==> src/rtl/scoreboard_tx_sched.sv <==
// Scoreboard frame scheduler: arbitrates score/time requests and streams a
// 5-byte frame (HDR, TYPE, D0, D1, CSUM) to a UART transmitter.
module scoreboard_tx_sched #(
  parameter logic [7:0]  HDR          = 8'hA5,
  parameter int unsigned BUSY_TIMEOUT = 15
) (
  input  logic       clk,
  input  logic       reset,
  input  logic       score_req,
  input  logic [7:0] home_score,
  input  logic [7:0] guest_score,
  input  logic       time_req,
  input  logic [7:0] minutes,
  input  logic [7:0] seconds,
  input  logic       tx_busy,
  output logic [7:0] tx_data,
  output logic       tx_start,
  output logic       score_ack,
  output logic       time_ack,
  output logic       frame_busy,
  output logic       err_timeout
);

  localparam int unsigned CNT_W      = $clog2(BUSY_TIMEOUT + 1);
  localparam int unsigned IDX_W      = 3;
  localparam logic [7:0]  TYPE_SCORE = 8'h01;
  localparam logic [7:0]  TYPE_TIME  = 8'h02;
  localparam logic [IDX_W-1:0] LAST_IDX = IDX_W'(4);

  typedef enum logic [2:0] {IDLE, LOAD, START, WAIT_BUSY, WAIT_DONE} state_t;

  state_t           state_q, state_n;
  logic [IDX_W-1:0] idx_q, idx_n;
  logic [CNT_W-1:0] cnt_q, cnt_n;
  logic             last_time_q, last_time_n;
  logic [7:0]       type_q, type_n, d0_q, d0_n, d1_q, d1_n;
  logic [7:0]       tx_data_n;
  logic             tx_start_n, score_ack_n, time_ack_n, frame_busy_n, err_timeout_n;
  logic             busy_c, grant_time_c;

  // Anything other than a clean 1 (including X) is treated as idle.
  always_comb begin
    busy_c = 1'b0;
    if (tx_busy == 1'b1) busy_c = 1'b1;
  end

  function automatic logic [7:0] frame_byte(input logic [IDX_W-1:0] idx,
                                            input logic [7:0] t,
                                            input logic [7:0] d0,
                                            input logic [7:0] d1);
    case (idx)
      IDX_W'(0): frame_byte = HDR;
      IDX_W'(1): frame_byte = t;
      IDX_W'(2): frame_byte = d0;
      IDX_W'(3): frame_byte = d1;
      IDX_W'(4): frame_byte = t ^ d0 ^ d1;
      default:   frame_byte = 8'h00;
    endcase
  endfunction

  always_ff @(posedge clk or negedge reset) begin
    if (!reset) begin
      state_q     <= IDLE;
      idx_q       <= '0;
      cnt_q       <= '0;
      last_time_q <= 1'b1;
      type_q      <= 8'h00;
      d0_q        <= 8'h00;
      d1_q        <= 8'h00;
      tx_data     <= 8'h00;
      tx_start    <= 1'b0;
      score_ack   <= 1'b0;
      time_ack    <= 1'b0;
      frame_busy  <= 1'b0;
      err_timeout <= 1'b0;
    end else begin
      state_q     <= state_n;
      idx_q       <= idx_n;
      cnt_q       <= cnt_n;
      last_time_q <= last_time_n;
      type_q      <= type_n;
      d0_q        <= d0_n;
      d1_q        <= d1_n;
      tx_data     <= tx_data_n;
      tx_start    <= tx_start_n;
      score_ack   <= score_ack_n;
      time_ack    <= time_ack_n;
      frame_busy  <= frame_busy_n;
      err_timeout <= err_timeout_n;
    end
  end

  always_comb begin
    state_n       = state_q;
    idx_n         = idx_q;
    cnt_n         = cnt_q;
    last_time_n   = last_time_q;
    type_n        = type_q;
    d0_n          = d0_q;
    d1_n          = d1_q;
    tx_data_n     = tx_data;
    tx_start_n    = 1'b0;
    score_ack_n   = 1'b0;
    time_ack_n    = 1'b0;
    frame_busy_n  = frame_busy;
    err_timeout_n = 1'b0;
    // On a tie, time wins only if score was granted last.
    grant_time_c  = time_req && (!score_req || !last_time_q);

    case (state_q)
      IDLE: begin
        if (score_req || time_req) begin
          type_n       = grant_time_c ? TYPE_TIME : TYPE_SCORE;
          d0_n         = grant_time_c ? minutes : home_score;
          d1_n         = grant_time_c ? seconds : guest_score;
          last_time_n  = grant_time_c;
          score_ack_n  = !grant_time_c;
          time_ack_n   = grant_time_c;
          frame_busy_n = 1'b1;
          tx_data_n    = HDR;
          idx_n        = '0;
          state_n      = LOAD;
        end
      end
      LOAD: begin
        tx_start_n = 1'b1;
        state_n    = START;
      end
      START: begin
        cnt_n   = '0;
        state_n = WAIT_BUSY;
      end
      WAIT_BUSY: begin
        if (busy_c) begin
          state_n = WAIT_DONE;
        end else if (cnt_q == CNT_W'(BUSY_TIMEOUT - 1)) begin
          err_timeout_n = 1'b1;
          frame_busy_n  = 1'b0;
          cnt_n         = '0;
          idx_n         = '0;
          state_n       = IDLE;
        end else begin
          cnt_n = cnt_q + CNT_W'(1);
        end
      end
      WAIT_DONE: begin
        if (!busy_c) begin
          if (idx_q < LAST_IDX) begin
            idx_n      = idx_q + IDX_W'(1);
            tx_data_n  = frame_byte(idx_q + IDX_W'(1), type_q, d0_q, d1_q);
            tx_start_n = 1'b1;
            state_n    = START;
          end else begin
            idx_n        = '0;
            frame_busy_n = 1'b0;
            state_n      = IDLE;
          end
        end
      end
      default: state_n = IDLE;
    endcase
  end

endmodule
==> config.mk <==
export PLATFORM = sky130hd
export DESIGN_NAME = scoreboard_tx_sched
export DESIGN_NICKNAME = d
export VERILOG_FILES = /design/src/rtl/scoreboard_tx_sched.sv
export SDC_FILE = /design/constraint.sdc
export NUM_CORES = 1
export LEC_CHECK = 0
export BUFFER_PORTS_ARGS = -buffer_cell sky130_fd_sc_hd__clkbuf_2
export CORE_MARGIN = 8
export CORE_UTILIZATION = 29
export DETAILED_ROUTE_END_ITERATION = 8
export GPL_TIMING_DRIVEN = 0
export MAX_ROUTING_LAYER = met4
export PLACE_DENSITY = 0.44
export SLEW_MARGIN = 20
export SYNTH_ARGS = -nofsm -noshare
export SYNTH_HDL_FRONTEND = slang
export SYNTH_SLANG_ARGS = --single-unit
==> constraint.sdc <==
create_clock -name clk -period 4.7 [get_ports clk]
set_input_delay 0.235 -clock clk [delete_from_list [all_inputs] [get_ports clk]]
set_output_delay 0.235 -clock clk [all_outputs]
set_load 0.02 [all_outputs]
== Word level (Yosys, flattened, before mapping) ==
Index checks and enable logic that the tools add are counted.
W data, S select, Z words.

* Add/sub/neg operators: 2
* Multipliers: 0
* Div/mod/pow operators: 0
* Magnitude comparators: 1
* Equal/unequal tests: 16
* Shift operators: 0
* Mux-type cells: 39
* Bitwise logic cells: 2
* Reduce and logical (&&, ||, !) cells: 17

{| class="wikitable"
|+ Operators with widths
! kind !! count
|-
| $mux W8 || 5
|-
| $pmux W8 S5 || 1
|-
| $mux W3 || 8
|-
| $pmux W8 S2 || 1
|-
| $xor A8 B8 Y8 || 2
|-
| $mux W1 || 15
|-
| $pmux W3 S5 || 1
|-
| $eq A3 B2 Y1 const B || 4
|-
| $ne A2 B2 Y1 const B || 6
|-
| $pmux W3 S3 || 1
|-
| $mux W4 || 2
|-
| $pmux W4 S2 || 1
|-
| $eq A3 B1 Y1 const B || 2
|-
| $eq A3 B3 Y1 const B || 2
|-
| $logic_not A3 Y1 || 2
|-
| $reduce_and A6 Y1 || 1
|-
| $reduce_and A5 Y1 || 1
|-
| $add A4 B1 Y4 const B || 1
|-
| $eq A4 B4 Y1 const B || 1
|-
| $mux W2 || 2
|-
| $reduce_and A2 Y1 || 2
|-
| $reduce_and A4 Y1 || 1
|-
| $reduce_bool A2 Y1 || 2
|-
| $add A3 B1 Y3 const B || 1
|-
| 9 further kinds || 12
|}

* Bits in registers: 48
* Latch bits: 0
* RAM bits: 0
* Bits in read-only memories: 0
* Bits of input ports: 37
* Output and inout bits: 13
* Logic and storage cells: 90
* Memories: 0

== Longest topological paths before layout ==
Gate-level depths: netlist (run 1).

* Word-level depth: 6
* Gate-level depth with buffers: 7
* Gate-level depth less buffers: 6

== Worst setup path before layout (run 1) ==
OpenSTA, ideal clock, no wires.

* Path type: register to register
* Start point: reg state_q[0]
* End point: reg tx_data[0]
* Library setup time: 92 ps
* Arrival: 1,571 ps
* Required time: 4,608 ps
* Slack: 3,037 ps
* Stages on the path, launching flop included: 6
* Path buffers: 2
* Period minus slack after synthesis: 1,663 ps
* Cell sequence: dfrtp_1 > buf_6 > or3b_4 > or3_1 > buf_6 > o31ai_2

* Word-level cells in the longest chain between the ends: 3
* Elaborated cells between the ends (all ways): 8
* Classes of those cells: eq/ne: 4; mux: 1; reduce/logical: 3

{| class="wikitable"
|+ RTL lines
! what !! RTL line !! source
|-
| start: declaration || 32 || <nowiki>state_t state_q, state_n;</nowiki>
|-
| start signal: assignment || 77 || <nowiki>state_q <= state_n;</nowiki>
|-
| $eq A3 B3 Y1 or $logic_not A3 Y1 (tied branches) || 110 || <nowiki>case (state_q)</nowiki>
|-
| $ne A2 B2 Y1 (no line) or $reduce_bool A2 Y1 (tied branches) || n/a ||
|-
| $reduce_and A4 Y1 (no line) || n/a ||
|-
| end signal: assignment || 84 || <nowiki>tx_data <= tx_data_n;</nowiki>
|-
| end: declaration || 16 || <nowiki>output logic [7:0] tx_data,</nowiki>
|}

Parallel ways exist; a longest one is shown, timed or not.
A chain may end at the register's enable or synchronous reset.

== Worst setup path in the final report (run 1) ==
* Start point: reg idx_q[0]
* End point: reg tx_data[1]

* Word-level cells in the longest chain between the ends: 6
* Elaborated cells between the ends (all ways): 13
* Classes of those cells: add/sub: 1; order compare: 1; eq/ne: 5; mux: 4; reduce/logical: 2

{| class="wikitable"
|+ RTL lines
! what !! RTL line !! source
|-
| start: declaration || 33 || <nowiki>logic [IDX_W-1:0] idx_q, idx_n;</nowiki>
|-
| start signal: assignment || 78 || <nowiki>idx_q <= idx_n;</nowiki>
|-
| $add A3 B1 Y3 || 150 || <nowiki>tx_data_n = frame_byte(idx_q + IDX_W'(1), type_q, d0_q, d1_q);</nowiki>
|-
| $eq A3 B3 Y1, or another cell as far along || 51 || <nowiki>case (idx)</nowiki>
|-
| $pmux W8 S5 || 51 ||
|-
| $mux W8 || 148 || <nowiki>if (idx_q < LAST_IDX) begin</nowiki>
|-
| $mux W8 || 147 || <nowiki>if (!busy_c) begin</nowiki>
|-
| $pmux W8 S2 || 110 ||
|}

Parallel ways exist; a longest one is shown, timed or not. The select of a mux whose other input is x is not followed.

==> flow_metrics.tcl, run 1 <==
set metrics [dict create \
    initial_core_util_pct 30.1 \
    die_w_um 103 \
    grt_usage_pct 11.3 \
    vias 1746 \
    dr.first_iter.drc_count 91 \
    r2r_end "tx_data[1]" \
    htree_levels 2 \
    clk_pin_slew_ns 0.08 \
    fin_tns_setup_ns 0 \
    antenna_found_initial 0 \
    ioPinCount 50 \
    ys_ff_latch 42 \
    setup_viol 0 \
    clockRootBuffer "clkbuf_8" \
    coreArea_um2 7290 \
    r2r_cells 6 \
    finClkSkew_ns 0.00490 \
    worstPathRequired_ns 4.87 \
    drive_gt1_share_pct 25.4 \
    ys_seq_area_share_pct 48.0 \
    die_y_um 103 \
    post-route-drc-count 0 \
    endpoint_kind "register" \
    synth_area_um2 2190 \
    tightest_slew_ns 0.967 \
    yosysTopAreaCell "dfrtp_1" \
    leakage_nw 1.26 \
    wl_per_cell_um 14.7 \
    die_area_um2 10600 \
    r2r_setup_slack_ns 2.77 \
    rsz0062_at_grt "no" \
    grt_max_degree 43 \
    cts_hold_buf 0 \
    cts_setup_buffers 0 \
    drt_wl_total_um 5460 \
    reg2reg_from "idx_q[0]" \
    critPathMaxFanout 9 \
    whs_ns 0.0884 \
    synth_warnings 0 \
    crit_arrival_ns 2.10 \
    netlist_instances 215 \
    hold_class "input port to asynchronous set/reset pin" \
    grt_pass1_vias 1813 \
    cts_buffers 5 \
    synth_cell_type_count 46 \
    fin_nets 316 \
    antenna_cells 0 \
    placementRows 31 \
    synth_top_area_share_pct 46.8 \
    cts_tree "done" \
    insertion_delay_ns 0.30 \
    grt_pass1_wl_um 8990 \
    outcome "completed" \
    cts.repair.resized 0 \
    synthTopCellsByArea "dfrtp_1 (47%), mux2i_1 (5.0%), ha_1 (4.6%), o21ai_0 (4.3%), nor2_1 (3.1%)" \
    relSlewSlack_pct 35.5 \
    areaGrowthSynthToFinish_pct 21.0 \
    synth_flop_cell "dfrtp_1" \
    min_period_ns 1.93 \
    gp_congestion 0.755 \
    cts.sinks 42 \
    hpwl_um 4090 \
    synth_edf_count 0 \
    async_reset_ff_share_pct 100 \
    cts.path.max_buffers 2 \
    ir_drop_uv 142 \
    start_kind "register" \
    viasPerCell 4.71 \
    maxCapViolCount 0 \
    first_pass_iters 4 \
    synth.avg_cell_area_um2 10.2 \
    final_antenna_net_count 0 \
    hold_viol 0 \
    path_class "register to register" \
    p_per_area_nw_per_um2 542 \
    clock.fmax_mhz 518 \
    syn_nets 260 \
    maxSlewViolCount 0 \
    overflow 0 \
    min_period_over_period_pct 41.1 \
    io_buffers 49 \
]
worst max-delay path: stages, from the launching register on:
cell and delay (ns):
dfrtp_1 0.45, ha_1 0.23, ha_1 0.32, clkinv_1 0.19, nor2_1 0.07, o21ai_0 0.43
o2bb2ai_1 0.11
placed cells by master, fill, tap and decap left out, types with 8 or more instances in the layout:
cell type   n
ha_1        8
dfrtp_1    41
a21oi_1    11
mux2i_1    11
nor2_1     18
a21o_1      8
clkbuf_2   48
o21ai_0    19
nand2_1    17
cell usage after synthesis, drive strengths merged (6+ instances only):
cell type,instances
a21o,8
a21oi,11
a22o,6
buf,6
dfrtp,41
ha,8
inv,6
mux2i,11
nand2,18
nor2,18
nor3,6
o21ai,20
power breakdown:
group | switching [mW] | internal [mW] | total, mW | leakage [nW]
sequential | 0.118 | 0.496 | 0.614 | 0.523
combinational | 0.317 | 0.264 | 0.581 | 0.691
clock | 0.125 | 0.119 | 0.243 | 0.0482
total | 0.559 | 0.879 | 1.44 | 1.26
how the worst max path moves through the flow:
stage / startpoint / endpoint
6_report: idx_q[0] / tx_data[1]
5_1_grt: idx_q[0] / tx_data[1]
4_1_cts: idx_q[0] / tx_data[1]
3_5_place_dp: idx_q[0] / tx_data[4]
3_3_place_gp: idx_q[0] / tx_data[6]
2_1_floorplan: state_q[0] / tx_data[0]
stage by stage:
stage / setup WS (ns) / instances / utilization (%) / power, mW / cell area (um2)
CTS: 2.75 / 371 / 36.4 / 1.46 / 2650
global route: 2.63 / 371 / 36.4 / 1.56 / 2650
floorplan: 3.04 / 215 / - / 1.04 / 2190
global placement: 2.77 / 363 / 35.1 / 1.20 / 2560
detailed placement: 2.77 / 363 / 35.1 / 1.21 / 2560
finish: 2.77 / 371 / 36.4 / 1.44 / 2650
final cells by class:
class / instances / area [um2]
buffer: 10 / 57.6
clock buffer: 7 / 86.3
clock inverter: 1 / 5.00
fill: 796 / 4640
inverter: 7 / 26.3
multi-input combinational: 156 / 1060
sequential: 42 / 1050
tap: 99 / 124
timing repair buffer: 49 / 245
flip-flops by register name, indices dropped and copies added (netlist names):
register     flops
idx_q            3
cnt_q            4
score_ack        1
tx_data          8
time_ack         1
tx_start         1
d1_q             8
state_q          3
type_q           2
last_time_q      1
d0_q             8
frame_busy       1
err_timeout      1
layer usage:
metal / vias up / part of all wire (%) / GRT usage, %
li1: 891 / - / -
met1: 807 / 52 / 15.6
met2: 43 / 42 / 15.6
met3: 5 / 4.4 / 2.90
met4: 0 / 1.3 / 3.34
met5: - / 0 / -
cell families (layout without fill, tap and decap cells):
kind of cell | Yosys count | count (layout) | share of synthesized area [%]
mux | 11 | 11 | 5.02
compound gates | 73 | 73 | 22.8
buf+inv | 17 | 74 | 3.82
xor+xnor | 7 | 7 | 2.80
flops | 42 | 42 | 48.0
simple gates | 57 | 57 | 13.1
fa+ha+maj | 8 | 8 | 4.56
No activity file was read; power rests on OpenSTA's default activity.
==> run 2, diff against run 1 <==
==> constraint.sdc (replaced) <==
create_clock -name clk -period 1.9 [get_ports clk]
set_input_delay 0.095 -clock clk [delete_from_list [all_inputs] [get_ports clk]]
set_output_delay 0.095 -clock clk [all_outputs]
set_load 0.02 [all_outputs]
==> run 2 against run 1 <==
  * The flow now finishes with violations (hold timing)
  * Clock skew about the same
  * Setup slack worse by 2.6 ns
  * Clock power up 150%
  * Sequential cell count stayed put
  * Non-clock buffer count increased by 4
  * Largest power group unchanged
  * Global-route usage about the same
  * Total power grew 150%
  * First-iteration DRC count increased by 19%
  * Sequential share of layout area decreased by 0.88 points
  * Via count up 1.5%
==> flow_metrics.tcl, run 2 (synthesis gave the netlist of run 1 again) <==
set metrics [dict create \
    outcome "finished with violations" \
    violations "hold timing" \
    reg.largest.list "d0_q (8), d1_q (8), tx_data (8)" \
    cts.sinks 42 \
    overflow 0 \
    viasPerCell 4.72 \
    final_core_util_pct 37.2 \
    clk_pin_slew_ns 0.08 \
    clock.fmax_mhz 570 \
    io_buffers 49 \
    dr.first_iter.drc_count 108 \
    leakage_nw 1.28 \
    cts.path.max_buffers 2 \
    wl_per_cell_um 14.7 \
    post-route-drc-count 0 \
    drive_gt1_share_pct 26.7 \
    final_antenna_net_count 0 \
    grt_pass1_vias 1827 \
    coreArea_um2 7290 \
    antenna_cells 0 \
    vias 1773 \
    ir_drop_uv 353 \
    critPathMaxFanout 6 \
    hold_viol 41 \
    fin_nets 321 \
    hpwl_um 4090 \
    htree_levels 2 \
    grt_pass1_wl_um 9010 \
    cts_tree "done" \
    total_power_mw 3.58 \
    start_kind "register" \
    die_y_um 103 \
    die_area_um2 10600 \
    whs_ns -0.0533 \
    multi_input_area_um2 1070 \
    ioPinCount 50 \
    areaGrowthSynthToFinish_pct 23.7 \
    worstPathRequired_ns 2.12 \
    cts_buffers 5 \
    setup_viol 0 \
    final_cell_mix "clkbuf_2 (48), dfrtp_1 (41), o21ai_0 (18), nor2_1 (18), nand2_1 (17)" \
    clockRootBuffer "clkbuf_8" \
    relSlewSlack_pct 35.9 \
    grt_max_degree 43 \
    drt_wl_total_um 5520 \
    n_fill_cell 791 \
    hold_class "input port to asynchronous set/reset pin" \
    final-seq-area_um2 1050 \
    placementRows 31 \
    antenna_found_initial 0 \
    die_w_um 103 \
    endpoint_kind "register" \
    final_common_cell "clkbuf_2" \
    min_period_ns 1.75 \
    maxCapViolCount 0 \
    rsz0062_at_grt "no" \
    maxSlewViolCount 0 \
    path_class "register to register" \
    finClkSkew_ns 0.00484 \
    crit_arrival_ns 1.97 \
    grt_usage_pct 11.3 \
    first_pass_iters 6 \
    gp_congestion 0.755 \
    min_period_over_period_pct 92.3 \
    tightest_slew_ns 0.962 \
    p_per_area_nw_per_um2 1320 \
    insertion_delay_ns 0.30 \
    initial_core_util_pct 30.1 \
    cts_setup_buffers 0 \
]
[run 2: cell types whose count changed in the layout (fill, tap and decap cells not counted)]
cell / previous run / this run
ha_1: 8 / 7
o21ai_2: 0 / 1
dlygate4sd3_1: 0 / 4
clkinv_1: 1 / 0
nor3_2: 0 / 1
clkinvlp_2: 0 / 1
nor3_1: 5 / 4
ha_2: 0 / 1
clkinvlp_4: 0 / 1
o21ai_0: 19 / 18
[run 2: path summary, 6_finish.rpt]
check                           slack [ns]  depth (start not counted)           from           to
worst min register to register        0.49                          1     tx_data[1]   tx_data[1]
worst max register to register        0.15                          6       idx_q[0]   tx_data[5]
worst min-delay path                 -0.05                          1          reset  err_timeout
worst max-delay path                  0.15                          6       idx_q[0]   tx_data[5]
max in group asynchronous             1.36                          1          reset      d1_q[5]
min in group clk                      0.01                          2  home_score[2]      d0_q[2]
[run 2: cell type report]
type                       instances  area share [%]
tap                               99            4.56
sequential                        42            38.8
multi-input combinational        156            39.4
inverter                           7            1.11
clock buffer                       7            3.18
timing repair inverter             1           0.184
clock inverter                     1           0.184
buffer                            10            2.12
timing repair buffer              53            10.5
[run 2: timing repair]
item	in CTS	in global routing
gates cloned	0	1
pin swaps	0	1
endpoints found under the hold margin	4	0
hold buffers	4	0
endpoints found under the setup margin	5	17
resized for setup	2	3
[run 2: where the power goes]
| part | switching, mW | internal (mW) | total, mW |
|---|---|---|---|
| logic | 0.794 | 0.663 | 1.46 |
| registers | 0.299 | 1.23 | 1.53 |
| clock network | 0.308 | 0.293 | 0.602 |
| total | 1.40 | 2.18 | 3.58 |
[run 2: per-layer routing]
layer / share of wire, % / GRT usage, % / up-vias / wire (um)
met5: 0 / - / - / 0
met2: 42 / 15.6 / 45 / 2330
met1: 52 / 15.6 / 823 / 2880
li1: - / - / 900 / -
met3: 4.5 / 2.90 / 5 / 250
met4: 1.2 / 3.34 / 0 / 69
[run 2: per-stage QoR]
step | hold WS (ns) | instance area, um2 | setup slack, ns | cells | TNS (ns)
floorplan | -0.201 | 2190 | 0.237 | 215 | 0
global placement | 0.305 | 2560 | -0.0327 | 363 | -0.0707
detailed placement | 0.301 | 2560 | -0.0349 | 363 | -0.120
CTS | 0.000753 | 2700 | 0.0277 | 375 | 0
global route | 0.0131 | 2710 | 0.00317 | 376 | 0
finish | -0.0533 | 2710 | 0.147 | 376 | 0
[run 2: worst max-delay path, cell delays in order (launching register included)]
cell and delay (ns):
dfrtp_1 0.45, ha_1 0.23, ha_2 0.40, clkinvlp_4 0.16, o22ai_1 0.19, a21oi_1 0.08
a2bb2oi_1 0.17
